File: src/rtl/mmio_out_bank.sv
// Memory-mapped output bank: CHANNELS ports of WIDTH bits, each in direct, blink or PWM mode.
// Define MMIO_READBACK_EN to build the register readback mux on d_out; otherwise d_out is tied to 0.
module mmio_out_bank #(
    parameter int          CHANNELS  = 2,
    parameter int          WIDTH     = 32,
    parameter logic [31:0] BASE_ADDR = 32'h0000_FF00,
    parameter int          CNT_BITS  = 24,
    parameter int          PWM_BITS  = 8
) (
    input  logic                      clk,
    input  logic                      reset,
    input  logic                      we,
    input  logic [31:0]               addr,
    input  logic [31:0]               d_in,
    output logic                      hit,
    output logic [31:0]               d_out,
    output logic [CHANNELS*WIDTH-1:0] out
);

    typedef enum logic [1:0] {
        MODE_DIRECT = 2'd0,
        MODE_BLINK  = 2'd1,
        MODE_PWM    = 2'd2,
        MODE_RSVD   = 2'd3
    } mode_e;

    logic [3:0] sel_ch;
    logic [1:0] sel_reg;
    logic       unused_byte_lane;

    assign sel_ch           = addr[7:4];
    assign sel_reg          = addr[3:2];
    assign unused_byte_lane = ^addr[1:0];
    assign hit              = (addr[31:8] == BASE_ADDR[31:8]) && (int'(sel_ch) < CHANNELS);

`ifdef MMIO_READBACK_EN
    logic [31:0] rd_data  [CHANNELS];
    logic [31:0] rd_mode  [CHANNELS];
    logic [31:0] rd_param [CHANNELS];
`endif

    for (genvar c = 0; c < CHANNELS; c++) begin : g_ch
        logic [WIDTH-1:0]    data_q;
        mode_e               mode_q;
        logic [CNT_BITS-1:0] param_q;
        logic [CNT_BITS-1:0] bcnt_q;
        logic                phase_q;
        logic [PWM_BITS-1:0] pcnt_q;
        logic [WIDTH-1:0]    out_q;
        logic [WIDTH-1:0]    out_d;
        logic                wr;

        assign wr = we && hit && (sel_ch == 4'(c));

        // NOTE: every variable written in always_comb gets a default first, so no latch can be inferred.
        always_comb begin
            out_d = data_q;
            case (mode_q)
                MODE_BLINK: if (param_q != '0 && !phase_q) out_d = '0;
                MODE_PWM:   if (!(pcnt_q < param_q[PWM_BITS-1:0])) out_d = '0;
                default:    out_d = data_q;
            endcase
        end

        // NOTE: state uses non-blocking assignments; every register, out_q included, is cleared
        // by the async reset so the pins drop to 0 without waiting for a clock edge.
        always_ff @(posedge clk or negedge reset) begin
            if (!reset) begin
                data_q  <= '0;
                mode_q  <= MODE_DIRECT;
                param_q <= '0;
                bcnt_q  <= '0;
                phase_q <= 1'b1;
                pcnt_q  <= '0;
                out_q   <= '0;
            end else begin
                out_q  <= out_d;
                pcnt_q <= pcnt_q + 1'b1;
                // >= keeps the counter from running past a PARAM that was lowered mid-count
                if (mode_q == MODE_BLINK && param_q != '0) begin
                    if (bcnt_q >= param_q) begin
                        bcnt_q  <= '0;
                        phase_q <= ~phase_q;
                    end else begin
                        bcnt_q <= bcnt_q + 1'b1;
                    end
                end
                if (wr) begin
                    case (sel_reg)
                        2'd0: data_q <= d_in[WIDTH-1:0];
                        2'd1: begin
                            mode_q  <= mode_e'(d_in[1:0]);
                            bcnt_q  <= '0;
                            pcnt_q  <= '0;
                            phase_q <= 1'b1;
                        end
                        2'd2: begin
                            param_q <= d_in[CNT_BITS-1:0];
                            bcnt_q  <= '0;
                            pcnt_q  <= '0;
                            phase_q <= 1'b1;
                        end
                        default: ;
                    endcase
                end
            end
        end

        assign out[c*WIDTH +: WIDTH] = out_q;

`ifdef MMIO_READBACK_EN
        assign rd_data[c]  = 32'(data_q);
        assign rd_mode[c]  = {30'd0, mode_q};
        assign rd_param[c] = 32'(param_q);
`endif
    end

`ifdef MMIO_READBACK_EN
    always_comb begin
        d_out = '0;
        if (hit) begin
            for (int i = 0; i < CHANNELS; i++) begin
                if (sel_ch == 4'(i)) begin
                    case (sel_reg)
                        2'd0:    d_out = rd_data[i];
                        2'd1:    d_out = rd_mode[i];
                        2'd2:    d_out = rd_param[i];
                        default: d_out = '0;
                    endcase
                end
            end
        end
    end
`else
    assign d_out = '0;
`endif

endmodule

File: config.mk
export PLATFORM = sky130hd
export DESIGN_NAME = mmio_out_bank
export DESIGN_NICKNAME = d
export VERILOG_FILES = /design/src/rtl/mmio_out_bank.sv
export SDC_FILE = /design/constraint.sdc
export NUM_CORES = 1
export LEC_CHECK = 0
export BUFFER_PORTS_ARGS = -buffer_cell sky130_fd_sc_hd__buf_2
export CAP_MARGIN = 5
export CORE_ASPECT_RATIO = 2
export CORE_MARGIN = 5
export CORE_UTILIZATION = 58
export CTS_BUF_LIST = sky130_fd_sc_hd__clkbuf_16
export CTS_CLUSTER_SIZE = 10
export DETAILED_ROUTE_END_ITERATION = 16
export PLACE_DENSITY_LB_ADDON = 0.2
export SYNTH_ARGS = -nofsm -noshare
export SYNTH_HDL_FRONTEND = slang
export SYNTH_SLANG_ARGS = --single-unit
File: constraint.sdc
create_clock -name clk -period 3 [get_ports clk]
set_input_delay 0.3 -clock clk [delete_from_list [all_inputs] [get_ports clk]]
set_output_delay 0.3 -clock clk [all_outputs]
set_load 0.02 [all_outputs]
**Word-level counts from Yosys, hierarchy flattened**

Index checks and enable logic that the tools add are counted.

- Register bits after elaboration: 246
- Bits in writable memories: 0
- Input port bits: 67
- Memories kept: 0
- ROM bits: 0
- Latch bits: 0

- Add/subtract/negate cells: 4
- Divide/modulo/power cells: 0
- Shifts and indexed selects: 0
- Bitwise gates (word level): 2
- $lt $le $gt $ge: 5
- Reductions and logical operators: 21
- Eq/ne operators: 8
- Muxes and demuxes: 26
- Multipliers: 0

Operator list:

| operator | number |
|---|---|
| 24-bit two-way mux | 8 |
| 32-bit two-way mux | 4 |
| 32-bit one-hot mux with 2 select lines | 2 |
| 24-bit by 1-bit adder with 24-bit output, second input constant | 2 |
| 24-bit greater-or-equal comparator | 2 |
| 24-bit nonzero test | 2 |
| 8-bit two-way mux | 4 |
| 24-bit by 8-bit equality test with 1-bit output, second input constant | 1 |
| 8-bit by 1-bit adder with 8-bit output, second input constant | 2 |
| 8-bit less-than comparator | 2 |
| 2-bit AND reduction | 6 |
| 1-bit logical AND | 8 |
| 1-bit two-way mux | 8 |
| 2-bit by 1-bit equality test with 1-bit output, second input constant | 3 |
| 2-bit equality test, second input constant | 3 |
| 4-bit by 1-bit equality test with 1-bit output, second input constant | 1 |
| 4-bit logical NOT | 1 |
| 4-bit by 2-bit less-than comparator with 1-bit output, second input constant | 1 |
| 1-bit logical NOT | 2 |
| 2-bit logical NOT | 1 |
| 1-bit inverter | 2 |
| 2-bit OR reduction | 1 |

**Longest topological paths before layout**

Gate-level depths: netlist of the first run.

- Word-level depth: 5
- Mapped depth: 10
- Depth with buffers taken out: 9

**Worst setup path after synthesis of the first run**

No wires, ideal clock.

- Path type: input to register
- From: input addr[17]
- To: register g_ch[1].bcnt_q[16]
- Data required time: 2,871 ps
- Arrival: 2,384 ps
- Buffers on the path: 0
- Path slack: 486 ps
- Setup time: 129 ps
- Stages: 7
- Cell sequence: or4_1 or4_4 nor2_1 and4_1 nor2_1 a22oi_1 o31ai_1

- Longest elaborated chain between the ends: 5

Ends and longest elaborated chain:

| element | line | source |
|---|---|---|
| from (decl) | 13 | `input logic [31:0] addr,` |
| 24-bit by 8-bit equality test with 1-bit output | 34 | `assign hit = (addr[31:8] == BASE_ADDR[31:8]) && (int'(sel_ch) < CHANNELS);` |
| 1-bit logical AND | 34 |  |
| named net hit | 15 | `output logic hit,` |
| 1-bit logical AND (2 in a row) | 53 | `assign wr = we && hit && (sel_ch == 4'(c));` |
| 24-bit two-way mux | 88 | `if (wr) begin` |
| to (signal assigned) | 85 | `bcnt_q <= bcnt_q + 1'b1;` |
| to (decl) | 46 | `logic [CNT_BITS-1:0] bcnt_q;` |

The timed path passes the listed nets, and every way through them passes these cells.
A chain may end at the register's enable or synchronous reset.

**Worst setup path after layout of the first run**

- From: register g_ch[1].bcnt_q[22]
- To: register g_ch[1].phase_q

- Longest elaborated chain between the ends: 5

Ends and longest elaborated chain:

| element | line | source |
|---|---|---|
| 24-bit greater-or-equal comparator * | 81 | `if (bcnt_q >= param_q) begin` |
| 1-bit two-way mux * | 81 |  |
| 1-bit two-way mux * | 80 | `if (mode_q == MODE_BLINK && param_q != '0) begin` |
| 1-bit two-way mux | 89 | `case (sel_reg)` |
| 1-bit two-way mux * | 88 |  |
| to (signal assigned) | 83 | `phase_q <= ~phase_q;` |
| to (decl) | 47 | `logic phase_q;` |

Mark *: on every way between the ends. The rest lies on a longest branch, timed or not.

==> results by group, run 1 <==
Outcome
  • Status: complete, no violations

Place
  • Placed Instances: about 1,500
  • Routability Congestion: between 0.9 and 1
  • Post-DP Area: ~13,000 µm²
  • PortBufs: 129
  • HPWL Detailed: 20,320 µm
  • Place WS: between 0.15 and 0.2 ns

Detailed routing
  • DR vias/cell: about 5.5
  • DR WL/cell: roughly 18 µm
  • TritonRoute pass-1 iters: 4
  • DRC Markers: 0
  • Detailed Route WL: around 27,000 µm
  • Vias: about 8,300
  • Number of DRC markers in iteration 0: ~420
  • DRT antenna net count: 0

CTS
  • CTS tree: done
  • Clk pin slew, worst setup/hold paths: approximately 0.050 ns
  • H-tree level count: 1
  • Clk sinks: ~250
  • Post-CTS Resized: 0
  • Root buffer cell: clkbuf_16
  • CTS max path bufs: 3
  • Worst skew pair latency: ~0.54 ns
  • TritonCTS Buffers: 28

Run
  • Max cap viols: 0

Critical path
  • Worst setup EP type: flop
  • Startpoint types: flop
  • Critical path cell sequence: ha_1, nand4_1, nor4_1, o311a_1, nor2_1, o21ai_0, or3b_2
  • WS Path Type: reg2reg
  • Worst path arrival time: roughly 3.1 ns
  • Worst endpoint required time: 3.45 ns
  • Slowest CP cell: nor4_1
  • Critical Path Fanout Max: 5
  • Critical path's largest stage delay: a little over 0.5 ns

Synthesis
  • Post-synth EDFFs: 0
  • Yosys cell types: 57
  • Seq/Total Area, Yosys: between 50% and 60%
  • Syn Area/Cell: between 10 and 15 µm²
  • Dominant cell type by area after synthesis: dfrtp_1
  • Post-Synthesis Cells: around 1,100
  • Largest cells by area after synthesis: dfrtp_1 (51%), ha_1 (7.6%), mux2_4 (6.3%), and2_1 (3.6%), mux2_2 (2.7%)
  • Seq cells post-synth: 246
  • Most frequent cell after synthesis: dfrtp_1
  • Asr flop ratio synth: 100.0%
  • Post-synth top flop: dfrtp_1
  • Top-area cell type share of the netlist area: approximately 50%
  • Top cells by count, synth: dfrtp_1 (244), nor2_1 (84), nand2_1 (83)
  • Synth Warn #: 0
  • Synthesized area: about 12,000 µm²

Timing
  • Period utilization: between 80 and 90%
  • Fin crit period: approximately 2.7 ns
  • Fin. Hold Viols: 0
  • Slew at the pin with the worst max-slew slack: 0.6553 ns
  • Max_slew headroom: 56.12%
  • Max-slew violation count: 0
  • Fmax: ~370 MHz
  • Clk_skew: slightly above 0.02 ns
  • # setup viols final: 0
  • Worst Setup Slack, final: between 0.3 and 0.4 ns
  • RSZ-0062 raised after global routing: no
  • Final setup TNS: 0 ns

Layout
  • Layout Nets: 1,378
  • Final non-filler cell total: about 1,500
  • Proportion of layout cells with a drive suffix above 1: between 20% and 30%
  • Fillers: 1,600
  • Design area: 13,830 µm²
  • Post-layout util: ~68%
  • Layout area overhead: 15.72%

Worst hold path
  • HP Class: in2reg

Power and ir drop
  • Worst vdd ir: 0.0004135 V
  • P per Cell Area: approximately 470 nW/µm²
  • Leak: about 0.0073 µW

Floorplanning
  • Core Rows: 74
  • Die Span Y: between 200 and 250 µm
  • Total Die Area: approximately 24,000 µm²
  • Placeable Area: 20,370 µm²
  • Die width: ~110 µm
  • Num ports: ~160
  • Starting density of the core: roughly 59%

Global route
  • Total grt overflow: 0
  • Vias in the first global route: ~8,700
  • First-pass GRT wire length: 44,250 µm
  • Largest net degree at the start of global routing: a little over 80
  • Initial antenna violation count: 1
  • Total GRT Usage: between 20% and 30%
routing by layer:
layer  global-route usage (%)  up-vias  routed length, µm
li1                         -     3948                  -
met1                    25.56     4089               9924
met2                    44.01      213              15180
met3                    3.035       71               1084
met4                    11.42        0               1300
met5                        0        -                  0
cells by family after synthesis:
family	share of synthesized area [%]
buffers and inverters	5.695
muxes	10.14
other	0.03137
and+or+nand+nor	16.59
adders and majority gates	7.642
xor gates and xnor gates	2.638
AOI/OAI and AO/OA	5.737
DFF	51.52
metrics by stage:
step	total power [µW]	hold WS (ns)
floorplan	3459	0.004409
global placement	3578	0.3423
detailed placement	3581	0.3399
CTS	6580	0.01647
global route	6740	0.03065
finish	6515	0.03159
worst paths after layout:
kind	startpoint	endpoint	slack, ns	cells after the start
max in group asynchronous	reset	g_ch[0].phase_q$_DFF_PN1_	1.89	3
setup reg to reg	g_ch[1].bcnt_q[22]$_DFF_PN0_	g_ch[1].phase_q$_DFF_PN1_	0.33	7
hold / removal	d_in[27]	g_ch[0].data_q[27]$_DFFE_PN0P_	0.03	2
setup / recovery	g_ch[1].bcnt_q[22]$_DFF_PN0_	g_ch[1].phase_q$_DFF_PN1_	0.33	7
min in group asynchronous	reset	g_ch[1].out_q[16]$_DFF_PN0_	0.36	2
hold reg to reg	g_ch[0].data_q[30]$_DFFE_PN0P_	g_ch[0].out_q[30]$_DFF_PN0_	0.47	1
power breakdown:
group          leakage [µW]  internal [µW]  switching (µW)  total [µW]
clock              0.000414           1740            1250        2990
sequential          0.00318           3320         0.00681        3320
combinational       0.00367           53.7             155         208
total               0.00726           5110            1400        6510
repair_timing:
action / 4_1_cts / 5_1_grt
hold endpoints to repair: 86 / 0
buffers inserted: 0 / 2
endpoints found under the setup margin: 0 / 19
hold buffers: 8 / 0
final cells by class:
type                       instances  area, µm²  share of cell area, %
clock buffer                      28      700.7                  5.066
clock inverter                    11      80.08                 0.5789
timing repair buffer             168       1069                  7.725
multi-input combinational        731       5253                  37.97
inverter                          63      236.5                  1.710
tap                              266      332.8                  2.406
antenna                            1      2.502                0.01809
sequential                       246       6158                  44.52
worst max-delay path, delay by kind of cell (launching register included):
kind	cells	cell delay, ns
adder cells (fa/ha/maj)	1	0.33
AND/OR/NAND/NOR	4	1.25
flip-flops	1	0.42
AO/OA/AOI/OAI	2	0.57
registers in the layout, indices dropped and copies added, names as in the netlist:
name,count
g_ch.out_q,64
g_ch.mode_q,4
g_ch.data_q,64
g_ch.bcnt_q,48
g_ch.phase_q,2
g_ch.pcnt_q,16
g_ch.param_q,48
layout by cell type (no fill, tap or decap), types with 4 or more instances in the layout:
| master | count |
|---|---|
| a21o_1 | 7 |
| a21oi_1 | 26 |
| a22oi_1 | 5 |
| a31oi_1 | 9 |
| and2_1 | 68 |
| and3_1 | 16 |
| and4_1 | 4 |
| buf_12 | 8 |
| buf_2 | 128 |
| buf_4 | 23 |
| clkbuf_16 | 28 |
| conb_1 | 32 |
| dfrtp_1 | 244 |
| dlygate4sd3_1 | 8 |
| ha_1 | 73 |
| inv_1 | 72 |
| mux2_1 | 12 |
| mux2_2 | 29 |
| mux2_4 | 50 |
| nand2_1 | 83 |
| nand2b_1 | 7 |
| nand3_1 | 48 |
| nand4_1 | 16 |
| nand4b_1 | 4 |
| nor2_1 | 84 |
| nor3_1 | 18 |
| nor4_1 | 18 |
| o211ai_1 | 4 |
| o21ai_0 | 43 |
| xnor2_1 | 19 |
| xor2_1 | 17 |
No activity file was read; power rests on OpenSTA's default activity.
==> run 2: changes to the inputs <==
--- a/config.mk
+++ b/config.mk
@@ -9,7 +9,7 @@
 export CAP_MARGIN = 5
 export CORE_ASPECT_RATIO = 2
 export CORE_MARGIN = 5
-export CORE_UTILIZATION = 58
+export CORE_UTILIZATION = 56
 export CTS_BUF_LIST = sky130_fd_sc_hd__clkbuf_16
 export CTS_CLUSTER_SIZE = 10
 export DETAILED_ROUTE_END_ITERATION = 16
==> run 2 against run 1 <==
- flip-flop and latch count stayed put
- global-route usage is 0.31 points lower
- clock power hardly changed
- core utilization is 2.1 points lower
- sequential power hardly changed
- cell count is 0.13% higher
- critical path depth is 3 higher
- first-iteration DRC count is 8.2% lower
- setup slack worse by 0.027 ns
- power is 0.52% higher
- count of clock-buffer cells in the layout is 1 higher
- largest power group unchanged
==> results by group, run 2 (same netlist as run 1, synthesis figures left out) <==
Outcome
  • Status: complete, no violations (unchanged)

Worst hold path
  • Hold path depth: 2 (unchanged)
  • HP Class: in2reg (unchanged)

Layout
  • Post-layout util: 65.79% (was 67.91%)
  • Largest registers: g_ch.data_q: 64 flops, g_ch.out_q: 64 flops (unchanged)
  • Fillers: 1,689 (was 1,600)
  • Layout area overhead: 15.70% (was 15.72%)
  • Most frequent cells in the layout: dfrtp_1 (244), buf_2 (128), nor2_1 (84) (unchanged)
  • Layout Nets: 1,376 (was 1,378)
  • Commonest non-fill, non-tap cell in the layout: dfrtp_1 (unchanged)
  • Proportion of layout cells with a drive suffix above 1: 22.39% (was 22.53%)

Floorplanning
  • Die Span Y: 216.6 µm (was 213.0 µm)
  • Core Rows: 75 (was 74)
  • Die width: 113.3 µm (was 111.5 µm)
  • Num ports: 164 (unchanged)
  • Total Die Area: 24,540 µm² (was 23,750 µm²)
  • Starting density of the core: 56.86% (was 58.68%)
  • Placeable Area: 21,020 µm² (was 20,370 µm²)

Timing
  • Fmax: 370.6 MHz (was 374.4 MHz)
  • Max_slew headroom: 50.82% (was 56.12%)
  • # setup viols final: 0 (unchanged)
  • Period utilization: 89.95% (was 89.04%)
  • Worst Setup Slack, final: 0.3014 ns (was 0.3287 ns)
  • Clk_skew: 0.01003 ns (was 0.02011 ns)
  • Final setup TNS: 0 ns (unchanged)
  • Fin crit period: 2.699 ns (was 2.671 ns)
  • Max-slew violation count: 0 (unchanged)
  • RSZ-0062 raised after global routing: no (unchanged)
  • Fin. Hold Viols: 0 (unchanged)
  • Slew at the pin with the worst max-slew slack: 0.7309 ns (was 0.6553 ns)

CTS
  • Post-CTS Resized: 0 (unchanged)
  • TritonCTS Buffers: 28 (unchanged)
  • Setup Buffers After CTS: 0 (unchanged)
  • Worst skew pair latency: 0.54 ns (about the same)
  • Clk sinks: 246 (unchanged)
  • H-tree level count: 1 (unchanged)
  • CTS max path bufs: 3 (unchanged)
  • Clk pin slew, worst setup/hold paths: 0.06 ns (was 0.05 ns)
  • Root buffer cell: clkbuf_16 (unchanged)
  • CTS tree: done (unchanged)

Global route
  • Initial antenna violation count: 1 (unchanged)
  • Total grt overflow: 0 (unchanged)
  • Vias in the first global route: 8,584 (was 8,711)
  • Total GRT Usage: 23.00% (was 23.32%)
  • Largest net degree at the start of global routing: 90 (was 83)
  • First-pass GRT wire length: 45,150 µm (was 44,250 µm)

Power and ir drop
  • Clk pwr share: 46.2% (was 45.8%)
  • P per Cell Area: 473.5 nW/µm² (was 471.0 nW/µm²)
  • Switch Pwr: 1392 µW (was 1403 µW)
  • Register share of total power: 50.7% (was 51.0%)
  • Worst vdd ir: 0.0004677 V (was 0.0004135 V)
  • Design Power: 6549 µW (was 6515 µW)
  • Sw Ratio: 21.25% (was 21.53%)
  • Logic pwr share: 3.1% (was 3.2%)
  • Leak: 0.007265 µW (was 0.007259 µW)
  • P_int: 5157 µW (was 5112 µW)

Detailed routing
  • Vias: 8,269 (was 8,321)
  • DR WL/cell: 18.09 µm (was 18.16 µm)
  • TritonRoute pass-1 iters: 4 (unchanged)
  • Number of DRC markers in iteration 0: 383 (was 417)
  • DRC Markers: 0 (unchanged)
  • DR vias/cell: 5.454 (was 5.496)
  • Detailed Route WL: 27,420 µm (was 27,490 µm)
  • DRT antenna net count: 0 (unchanged)

Critical path
  • Worst r2r path cells: 10 (was 7)
  • Worst path arrival time: 3.16 ns (was 3.12 ns)
  • WS Path Type: reg2reg (unchanged)
  • Startpoint types: flop (unchanged)
  • Worst setup EP type: flop (unchanged)
  • Worst endpoint required time: 3.46 ns (was 3.45 ns)
  • Critical Path Fanout Max: 16 (was 5)

Place
  • Routability Congestion: 0.8878 (was 0.9116)
  • PortBufs: 129 (unchanged)
  • HPWL Detailed: 20,580 µm (was 20,320 µm)
  • Place WS: 0.2578 ns (was 0.1806 ns)

Run
  • Max cap viols: 0 (unchanged)
[run 2: cell types whose count changed in the layout (fill, tap and decap cells not counted)]
| cell | previous run | this run |
|---|---|---|
| and3_2 | 1 | 0 |
| dlygate4sd3_1 | 8 | 7 |
| clkinv_8 | 1 | 0 |
| and3_1 | 16 | 17 |
| clkbuf_16 | 28 | 29 |
| buf_4 | 23 | 22 |
| inv_1 | 72 | 73 |
[run 2: area by class of cell]
type	count	area, µm²	share of cell area (%)
Antenna cell	1	2.502	0.01809
Clock buffer	29	725.7	5.247
Clock inverter	11	67.56	0.4886
Inverter	63	236.5	1.710
Multi-Input combinational cell	731	5251	37.97
Sequential cell	246	6158	44.53
Tap cell	269	336.6	2.434
Timing Repair Buffer	166	1051	7.600
[run 2: repair_timing]
| action | CTS | global route |
|---|---|---|
| hold buffers | 7 | 0 |
| endpoints found under the hold margin | 93 | 0 |
| endpoints found under the setup margin | 0 | 0 |
[run 2: per-layer routing]
layer  share of wire [%]  GRT usage [%]  up-vias
met3                 3.3          2.707       59
met2                  56          42.87      153
met4                 3.8          9.507        0
met5                   0              0        -
li1                    -              -     3947
met1                  36          26.17     4110
[run 2: worst max-delay path, cell delays in order (launching register included)]
cell and delay (ns):
dfrtp_1 0.38, inv_1 0.09, ha_1 0.31, a211o_1 0.29
a31oi_1 0.17, nor4_1 0.11, o311a_1 0.39, nor2_1 0.31
buf_4 0.28, nand3_1 0.09, a31oi_1 0.18
[run 2: power by group through the flow]
stage	combinational (µW)	clock (µW)	sequential, µW
after floorplan	79.2	0	3380
after global placement	198	0	3380
after detailed placement	200	0	3380
after CTS	208	3100	3320
after global routing	228	3250	3320
final	204	3020	3320
[run 2: metrics by stage]
stage / instances / hold slack [ns] / instance area, µm²
3_3_place_gp: 1468 / 0.3503 / 12960
6_report: 1516 / 0.02982 / 13830
4_1_cts: 1515 / 0.007528 / 13830
3_5_place_dp: 1468 / 0.3490 / 12960
5_1_grt: 1516 / 0.01023 / 13830
2_1_floorplan: 1103 / 0.004409 / 12070
[run 2: final timing paths]
check | startpoint | end | slack [ns]
max in group asynchronous | reset | g_ch[0].data_q[19]$_DFFE_PN0P_ | 1.78
min in group asynchronous | reset | g_ch[1].out_q[16]$_DFF_PN0_ | 0.35
hold reg to reg | g_ch[0].data_q[4]$_DFFE_PN0P_ | g_ch[0].out_q[4]$_DFF_PN0_ | 0.47
setup / recovery | g_ch[1].param_q[2]$_DFFE_PN0P_ | g_ch[1].bcnt_q[3]$_DFF_PN0_ | 0.30
hold / removal | d_in[25] | g_ch[1].data_q[25]$_DFFE_PN0P_ | 0.03
setup reg to reg | g_ch[1].param_q[2]$_DFFE_PN0P_ | g_ch[1].bcnt_q[3]$_DFF_PN0_ | 0.30
==> run 3: changes to the inputs <==
==> constraint.sdc (replaced) <==
create_clock -name clk -period 3 [get_ports clk]
set_input_delay 0.3 -clock clk [delete_from_list [all_inputs] [get_ports clk]]
set_output_delay 0.3 -clock clk [all_outputs]
set_load 0.1 [all_outputs]
==> run 3 against run 2 <==
- hold slack lost 0.0029 ns
- first-iteration DRC count grew 5.2%
- power grew 2.1%
- critical path type unchanged
- cell area grew 0.17%
- largest power group unchanged
==> results by group, run 3 (same netlist as run 1, synthesis figures left out) <==
Outcome
  • Status: complete, no violations (unchanged)

Floorplanning
  • Die width: 113.3 µm (unchanged)
  • Placeable Area: 21,020 µm² (unchanged)
  • Num ports: 164 (unchanged)
  • Die Span Y: 216.6 µm (unchanged)
  • Total Die Area: 24,540 µm² (unchanged)
  • Core Rows: 75 (unchanged)
  • Starting density of the core: 56.86% (unchanged)

Power and ir drop
  • Design Power: 6687 µW (was 6549 µW)
  • Logic pwr share: 5.1% (was 3.1%)
  • Register share of total power: 49.7% (was 50.7%)
  • P_int: 5155 µW (was 5157 µW)
  • Sw Ratio: 22.91% (was 21.25%)
  • Switch Pwr: 1532 µW (was 1392 µW)
  • Leak: 0.007275 µW (was 0.007265 µW)
  • P per Cell Area: 482.7 nW/µm² (was 473.5 nW/µm²)
  • Worst vdd ir: 0.0004497 V (was 0.0004677 V)
  • Clk pwr share: 45.3% (was 46.2%)

Critical path
  • Worst setup EP type: flop (unchanged)
  • Buf+Inv Stages, Crit Path: 0 (was 2)
  • Critical path cell sequence: ha_1, nand4_1, nor4_1, o311a_1, nor2_1, o21ai_0, nor2_1 (was inv_1, ha_1, a211o_1, a31oi_1, nor4_1, o311a_1, nor2_1, buf_4, nand3_1, a31oi_1)
  • Startpoint types: flop (unchanged)
  • Worst path arrival time: 3.08 ns (was 3.16 ns)
  • Delay-heaviest family, CP: compound AO/OA/AOI/OAI gates (unchanged)
  • Most used cell, CP: nor2_1 (was a31oi_1)
  • Worst endpoint required time: 3.38 ns (was 3.46 ns)
  • Critical path's largest stage delay: 0.67 ns (was 0.39 ns)
  • Slowest CP cell: o21ai_0 (was o311a_1)
  • WS Path Type: reg2reg (unchanged)
  • Critical Path Fanout Max: 5 (was 16)

Timing
  • # setup viols final: 0 (unchanged)
  • Max_slew headroom: 45.86% (was 50.82%)
  • Fin. Hold Viols: 0 (unchanged)
  • Hold slack: 0.02694 ns (was 0.02982 ns)
  • RSZ-0062 raised after global routing: no (unchanged)
  • Fin crit period: 2.703 ns (was 2.699 ns)
  • Slew at the pin with the worst max-slew slack: 0.8036 ns (was 0.7309 ns)
  • Fmax: 369.9 MHz (was 370.6 MHz)
  • Period utilization: 90.11% (was 89.95%)
  • Clk_skew: 0.009098 ns (was 0.01003 ns)
  • Max-slew violation count: 0 (unchanged)
  • Final setup TNS: 0 ns (unchanged)

Detailed routing
  • Number of DRC markers in iteration 0: 403 (was 383)
  • TritonRoute pass-1 iters: 4 (unchanged)
  • DRC Markers: 0 (unchanged)
  • DR vias/cell: 5.442 (was 5.454)
  • DR WL/cell: 17.96 µm (was 18.09 µm)
  • DRT antenna net count: 0 (unchanged)
  • Detailed Route WL: 27,280 µm (was 27,420 µm)
  • Vias: 8,267 (was 8,269)

Global route
  • Initial antenna violation count: 0 (was 1)
  • Vias in the first global route: 8,687 (was 8,584)
  • Total GRT Usage: 22.79% (was 23.00%)
  • First-pass GRT wire length: 44,710 µm (was 45,150 µm)
  • Largest net degree at the start of global routing: 81 (was 90)
  • Total grt overflow: 0 (unchanged)

CTS
  • H-tree level count: 1 (unchanged)
  • Root buffer cell: clkbuf_16 (unchanged)
  • TritonCTS Buffers: 28 (unchanged)
  • CTS tree: done (unchanged)
  • Post-CTS Resized: 0 (unchanged)
  • Worst skew pair latency: 0.54 ns (about the same)
  • Clk pin slew, worst setup/hold paths: 0.05 ns (was 0.06 ns)
  • Clk sinks: 246 (unchanged)
  • CTS max path bufs: 3 (unchanged)

Run
  • Max cap viols: 0 (unchanged)

Layout
  • Post-layout util: 65.90% (was 65.79%)
  • Proportion of layout cells with a drive suffix above 1: 22.80% (was 22.39%)
  • Most frequent cells in the layout: dfrtp_1 (244), buf_2 (128), nor2_1 (83), nand2_1 (83) (was dfrtp_1 (244), buf_2 (128), nor2_1 (84))
  • Layout area overhead: 15.90% (was 15.70%)
  • Layout Nets: 1,380 (was 1,376)
  • ANT cells: 0 (was 1)
  • Design area: 13,850 µm² (was 13,830 µm²)
  • Largest registers: g_ch.data_q: 64 flops, g_ch.out_q: 64 flops (unchanged)
  • Commonest non-fill, non-tap cell in the layout: dfrtp_1 (unchanged)

Place
  • Post-DP Area: 12,970 µm² (was 12,960 µm²)
  • PortBufs: 129 (unchanged)
  • HPWL Detailed: 20,310 µm (was 20,580 µm)
  • Routability Congestion: 0.8714 (was 0.8878)

Worst hold path
  • HP Class: in2reg (unchanged)
==> run 3: cell count changes in the layout (fill, tap and decap cells not counted) <==
| cell | delta |
|---|---|
| nor2_4 | +1 |
| buf_4 | +5 |
| and3_1 | -1 |
| buf_12 | -1 |
| diode_2 | -1 |
| and3_2 | +1 |
| nor2_1 | -1 |
==> run 3: area by class of cell <==
class | count | area, µm²
clock buffer | 29 | 725.7
clock inverter | 11 | 67.56
fill | 1704 | 7167
inverter | 63 | 236.5
multi-input combinational | 731 | 5260
sequential | 246 | 6158
tap | 269 | 336.6
timing repair buffer | 170 | 1069
==> run 3: final timing paths <==
path	from	end	slack [ns]	cells past startpoint
max	g_ch[1].bcnt_q[22]$_DFF_PN0_	g_ch[1].bcnt_q[21]$_DFF_PN0_	0.30	7
min in group asynchronous	reset	g_ch[1].out_q[18]$_DFF_PN0_	0.35	2
min	d_in[24]	g_ch[1].data_q[24]$_DFFE_PN0P_	0.03	2
min reg2reg	g_ch[0].data_q[9]$_DFFE_PN0P_	g_ch[0].out_q[9]$_DFF_PN0_	0.47	1
max in group asynchronous	reset	g_ch[1].out_q[30]$_DFF_PN0_	1.73	3
max reg2reg	g_ch[1].bcnt_q[22]$_DFF_PN0_	g_ch[1].bcnt_q[21]$_DFF_PN0_	0.30	7
==> run 3: power by group through the flow <==
stage / Sequential (µW) / Clock (µW) / Combinational [µW]
finish: 3320 / 3030 / 340
global route: 3320 / 3230 / 365
CTS: 3320 / 3100 / 344
detailed placement: 3380 / 0 / 336
global placement: 3380 / 0 / 333
floorplan: 3380 / 0 / 218
==> run 3: timing repair <==
item,in CTS,in global routing
endpoints found under the setup margin,0,23
buffers inserted,0,2
hold buffers,7,0
endpoints found under the hold margin,84,0
==> run 3: through the flow <==
step | instances | setup WS, ns
after global routing | 1519 | 0.1379
after detailed placement | 1470 | 0.2101
final | 1519 | 0.2967
after floorplan | 1103 | 0.2855
after CTS | 1517 | 0.1941
after global placement | 1470 | 0.2570
==> run 3: routing by layer <==
layer,wire (µm),global-route usage [%]
met2,14950,42.34
met4,1048,8.985
met1,10290,26.38
met3,984,2.484
met5,0,0
==> run 3: worst register-to-register path, delay by kind of cell, from the launching register on <==
family / cells / cell delay (ns)
fa+ha+maj: 1 / 0.34
compound gates: 2 / 0.94
simple gates: 4 / 0.86
flops: 1 / 0.42
